--- src/rtl/imm_ext_pkg.sv ---
// Shared definitions for the immediate extender pipeline.
// Holds the 2-bit extension mode type and its four encodings.
package imm_ext_pkg;

  typedef logic [1:0] ext_mode_t;

  localparam ext_mode_t EXT_ZERO   = 2'b00;
  localparam ext_mode_t EXT_SIGN   = 2'b01;
  localparam ext_mode_t EXT_UPPER  = 2'b10;
  localparam ext_mode_t EXT_BRANCH = 2'b11;

endpackage

--- src/rtl/imm_ext_core.sv ---
// Combinational immediate extender.
// Ports:
//   imm  - raw IN_W-bit immediate
//   mode - extension mode (zero, sign, upper, branch)
//   ext  - OUT_W-bit extended operand
module imm_ext_core
  import imm_ext_pkg::*;
#(
  parameter int unsigned IN_W  = 16,
  parameter int unsigned OUT_W = 32
) (
  input  logic [IN_W-1:0]  imm,
  input  ext_mode_t        mode,
  output logic [OUT_W-1:0] ext
);

  logic [OUT_W-1:0] sign_ext;

  always_comb begin
    sign_ext = {{(OUT_W-IN_W){imm[IN_W-1]}}, imm};
    ext      = '0;
    case (mode)
      EXT_ZERO:   ext = {{(OUT_W-IN_W){1'b0}}, imm};
      EXT_SIGN:   ext = sign_ext;
      EXT_UPPER:  ext = {imm, {(OUT_W-IN_W){1'b0}}};
      // Word-offset branch target: top two sign bits fall off the end.
      EXT_BRANCH: ext = {sign_ext[OUT_W-3:0], 2'b00};
      default:    ext = '0;
    endcase
  end

endmodule

--- src/rtl/imm_ext_pipe.sv ---
// Pipelined immediate extender with a DEPTH-entry circular output queue.
// Ports:
//   clk, rst           - clock and synchronous active-high reset
//   flush              - discard all queued results
//   in_valid/in_ready  - input handshake; in_imm/in_mode are the item
//   out_valid/out_ready- output handshake; out_data is the queue head
//   occupancy          - number of queued results
module imm_ext_pipe
  import imm_ext_pkg::*;
#(
  parameter int unsigned IN_W  = 16,
  parameter int unsigned OUT_W = 32,
  parameter int unsigned DEPTH = 2
) (
  input  logic                       clk,
  input  logic                       rst,
  input  logic                       flush,
  input  logic                       in_valid,
  output logic                       in_ready,
  input  logic [IN_W-1:0]            in_imm,
  input  ext_mode_t                  in_mode,
  output logic                       out_valid,
  input  logic                       out_ready,
  output logic [OUT_W-1:0]           out_data,
  output logic [$clog2(DEPTH+1)-1:0] occupancy
);

  localparam int unsigned OCC_W = $clog2(DEPTH + 1);
  localparam int unsigned PTR_W = (DEPTH > 1) ? $clog2(DEPTH) : 1;
  localparam logic [OCC_W-1:0] OCC_FULL = OCC_W'(DEPTH);
  localparam logic [PTR_W-1:0] PTR_LAST = PTR_W'(DEPTH - 1);

  logic [OUT_W-1:0] mem_q [DEPTH];
  logic [OUT_W-1:0] mem_d [DEPTH];
  logic [PTR_W-1:0] wr_ptr_q, wr_ptr_d;
  logic [PTR_W-1:0] rd_ptr_q, rd_ptr_d;
  logic [OCC_W-1:0] occ_q, occ_d;
  logic [OUT_W-1:0] ext;
  logic             push, pop;

  imm_ext_core #(
    .IN_W  (IN_W),
    .OUT_W (OUT_W)
  ) u_core (
    .imm  (in_imm),
    .mode (in_mode),
    .ext  (ext)
  );

  // in_ready only looks at registered occupancy, so a full queue never
  // accepts even if the head pops in the same cycle.
  assign in_ready  = (occ_q < OCC_FULL);
  assign out_valid = (occ_q != '0);
  assign out_data  = mem_q[rd_ptr_q];
  assign occupancy = occ_q;
  assign push      = in_valid && in_ready;
  assign pop       = out_valid && out_ready;

  always_comb begin
    mem_d    = mem_q;
    wr_ptr_d = wr_ptr_q;
    rd_ptr_d = rd_ptr_q;
    occ_d    = occ_q;
    if (flush) begin
      wr_ptr_d = '0;
      rd_ptr_d = '0;
      occ_d    = '0;
    end else begin
      if (push) begin
        mem_d[wr_ptr_q] = ext;
        wr_ptr_d = (wr_ptr_q == PTR_LAST) ? '0 : wr_ptr_q + 1'b1;
      end
      if (pop) begin
        rd_ptr_d = (rd_ptr_q == PTR_LAST) ? '0 : rd_ptr_q + 1'b1;
      end
      case ({push, pop})
        2'b10:   occ_d = occ_q + 1'b1;
        2'b01:   occ_d = occ_q - 1'b1;
        default: occ_d = occ_q;
      endcase
    end
  end

  always_ff @(posedge clk) begin
    if (rst) begin
      mem_q    <= '{default: '0};
      wr_ptr_q <= '0;
      rd_ptr_q <= '0;
      occ_q    <= '0;
    end else begin
      mem_q    <= mem_d;
      wr_ptr_q <= wr_ptr_d;
      rd_ptr_q <= rd_ptr_d;
      occ_q    <= occ_d;
    end
  end

endmodule

--- config.mk ---
export PLATFORM = sky130hd
export DESIGN_NAME = imm_ext_pipe
export DESIGN_NICKNAME = d
export VERILOG_FILES = /design/src/rtl/imm_ext_pkg.sv /design/src/rtl/imm_ext_core.sv /design/src/rtl/imm_ext_pipe.sv
export SDC_FILE = /design/constraint.sdc
export NUM_CORES = 1
export LEC_CHECK = 0
export BUFFER_PORTS_ARGS = -buffer_cell sky130_fd_sc_hd__buf_2
export CELL_PAD_IN_SITES_DETAIL_PLACEMENT = 1
export CELL_PAD_IN_SITES_GLOBAL_PLACEMENT = 1
export CORE_MARGIN = 8
export CORE_UTILIZATION = 44
export CTS_CLUSTER_DIAMETER = 200
export CTS_CLUSTER_SIZE = 25
export DETAILED_ROUTE_END_ITERATION = 10
export PLACE_DENSITY = 0.95
export SLEW_MARGIN = 40
export SYNTH_ARGS = -nofsm -noshare
export SYNTH_HDL_FRONTEND = slang
export SYNTH_HIERARCHICAL = 1
export SYNTH_SLANG_ARGS = --single-unit
--- constraint.sdc ---
create_clock -name clk -period 4.3 [get_ports clk]
set_input_delay 0.215 -clock clk [delete_from_list [all_inputs] [get_ports clk]]
set_output_delay 0.215 -clock clk [all_outputs]
set_load 0.02 [all_outputs]
==> results.ini <==
[logic_synthesis]
avgSynthCellArea_um2=8.37
ys_seq_area_share_pct=42.7
syn_area_um2=3190
synth_fp_nets=405
yosys_warnings=6
synth-seq-cells=68
netlist_instances=381
synth_cell_type_count=33

[layout]
layout_commonest_cell=nand2_1
final_cell_mix=nand2_1, dfxtp_1, a21oi_1
utilization_pct=50.9
fin_area_um2=3630
finalNonFillerCells=525
nNetsFinal=445
drive_gt1_share_pct=29.1
area_delta_synth_final_pct=13.8
antenna_cells=0

[timing]
setup_tns_ns=0
fin_skew_ns=0.00994
tightest_slew_ns=0.784
setup_violations=0
period_minus_slack_ns=2.36
post-route-period-util_pct=54.8
fin_ws_ns=1.94
drv_slew=0
whs_ns=0.200
max_freq_mhz=424
hold_viol_final=0
slew_headroom_pct=47.7
rsz0062_at_grt=no

[place]
dp_hpwl_um=6510
portBuffers=58
place_area_um2=3450
place_inst=509
place.gp.congestion=0.827
place_ws_ns=2.32

[cts]
tritoncts=built
hold_buffers=0
clk_path_buf_depth=2
cts-resized-gates=0
numCtsBuffers=9
cts_num_sinks=68
clk_latency_ns=0.35
clkTransAtPathRegs_ns=0.07
cts_setup_buffers=0
cts.htree.levels=3
cts-root-buf=clkbuf_8

[power]
leakage_nw=1.50
seq_power_share_pct=50.4
power.density_nw_per_um2=361
pwr-share-comb_pct=13.3
vdd_drop_max_mv=0.136
swShare_pct=28.6
p_sw_mw=0.375
power.internal_mw=0.935
total_power_mw=1.31
clkPwrFrac_pct=36.3

[outcome]
status=complete, no violations

[global_route]
antenna_found_initial=0
grt_pass1_vias=3030
grt_pass1_wl_um=15200
grt_max_degree=69
overflow=0
gr-usage-all-layers_pct=19.2

[setup_path]
cp_num_buf_inv=2
crit_chain=buf_4 > mux2_2 > buf_2
crit_arrival_ns=2.14
crit_required_ns=4.09
cp_slowest_cell=dfxtp_1
critPathLaunchType=flip-flop
crit_path_max_incr_delay_ns=0.83
crit_fanout=18
crit_family=flip-flops
critPathKind=flip-flop to output pin
cp-end-kind=output pin

[flow_run]
maxCapViolations=0

[floorplanning]
initial_core_util_pct=44.7
core_area_um2=7140
die-area_um2=10200
die_w_um=101
die_y_um=101
rows=31
io_pins=59

[detailed_routing]
drt_wl_total_um=9440
routedWlPerCell_um=18.0
drtIter0Drc=107
vias_per_cell=5.37
drtAntennaViolNets=0
vias=2820
drtPass1Iterations=4
drc_errors=0

[min_path]
hold_path_class=primary input to flip-flop

sequential cells by signal, summed over array words and instances, names as in the netlist:
name,flops
rd_ptr_q,1
wr_ptr_q,1
mem_q,64
occupancy,2
metal layers:
layer  up-vias  share of wire (%)  GRT usage [%]
met2        76                 51           34.3
met5         -                  0              0
met3        19                5.0           3.78
met4         0                2.4           10.2
li1       1359                  -              -
met1      1366                 41           20.9
cell type report:
class,instances,area [um2]
Inverter,2,7.51
Sequential cell,68,1360
Clock buffer,10,138
Timing Repair Buffer,62,323
Tap cell,99,124
Fill cell,910,3510
Clock inverter,6,40.0
Multi-Input combinational cell,278,1640
power groups by stage:
stage,Clock [mW],Combinational [mW],Sequential [mW]
6_report,0.476,0.175,0.659
5_1_grt,0.512,0.190,0.661
2_1_floorplan,0,0.125,0.669
3_3_place_gp,0,0.167,0.672
3_5_place_dp,0,0.174,0.674
4_1_cts,0.483,0.175,0.659
path summary, 6_finish.rpt:
path / startpoint / end / slack, ns / depth (start not counted)
worst max-delay path: rd_ptr_q / out_data[6] / 1.94 / 3
worst min-delay path: flush / rd_ptr_q / 0.20 / 2
worst max register to register: occupancy[1] / mem_q[63] / 2.29 / 3
worst min register to register: mem_q[12] / mem_q[12] / 0.45 / 2
synth_stat cells (all sizes together):
| cell type | count | area (um2) |
|---|---|---|
| a211oi | 1 | 7.51 |
| a21o | 14 | 110 |
| a21oi | 64 | 320 |
| a22o | 15 | 133 |
| and2 | 2 | 15.0 |
| and2b | 3 | 27.5 |
| buf | 22 | 168 |
| clkbuf | 11 | 41.3 |
| dfxtp | 68 | 1360 |
| ha | 1 | 12.5 |
| inv | 2 | 7.50 |
| mux2 | 33 | 372 |
| nand2 | 128 | 480 |
| nand2b | 1 | 6.26 |
| nand4bb | 1 | 11.3 |
| nor3 | 3 | 15.0 |
| nor4b | 1 | 15.0 |
| nor4bb | 1 | 10.0 |
| o21a | 2 | 15.0 |
| o21ai | 1 | 5.00 |
| or2 | 1 | 6.26 |
| or3 | 1 | 6.26 |
| or4b | 1 | 10.0 |
| xnor2 | 2 | 17.5 |
| xor2 | 2 | 17.5 |
worst register-to-register path, stage by stage, from the launching register on:
cell and delay (ns):
dfxtp_1 0.44, or4b_2 1.09, nand2_1 0.24, a21oi_1 0.10
cell families (layout without fill, tap and decap cells):
| group | after synthesis | count (layout) | synth area share [%] |
|---|---|---|---|
| AOI/OAI and AO/OA | 97 | 97 | 18.5 |
| adders and majority gates | 1 | 1 | 0.392 |
| muxes | 33 | 33 | 11.6 |
| xor gates and xnor gates | 4 | 4 | 1.10 |
| DFF | 68 | 68 | 42.7 |
| buffers and inverters | 35 | 80 | 6.78 |
| and+or+nand+nor | 143 | 143 | 18.9 |
Power figures use the tool's default switching activity.
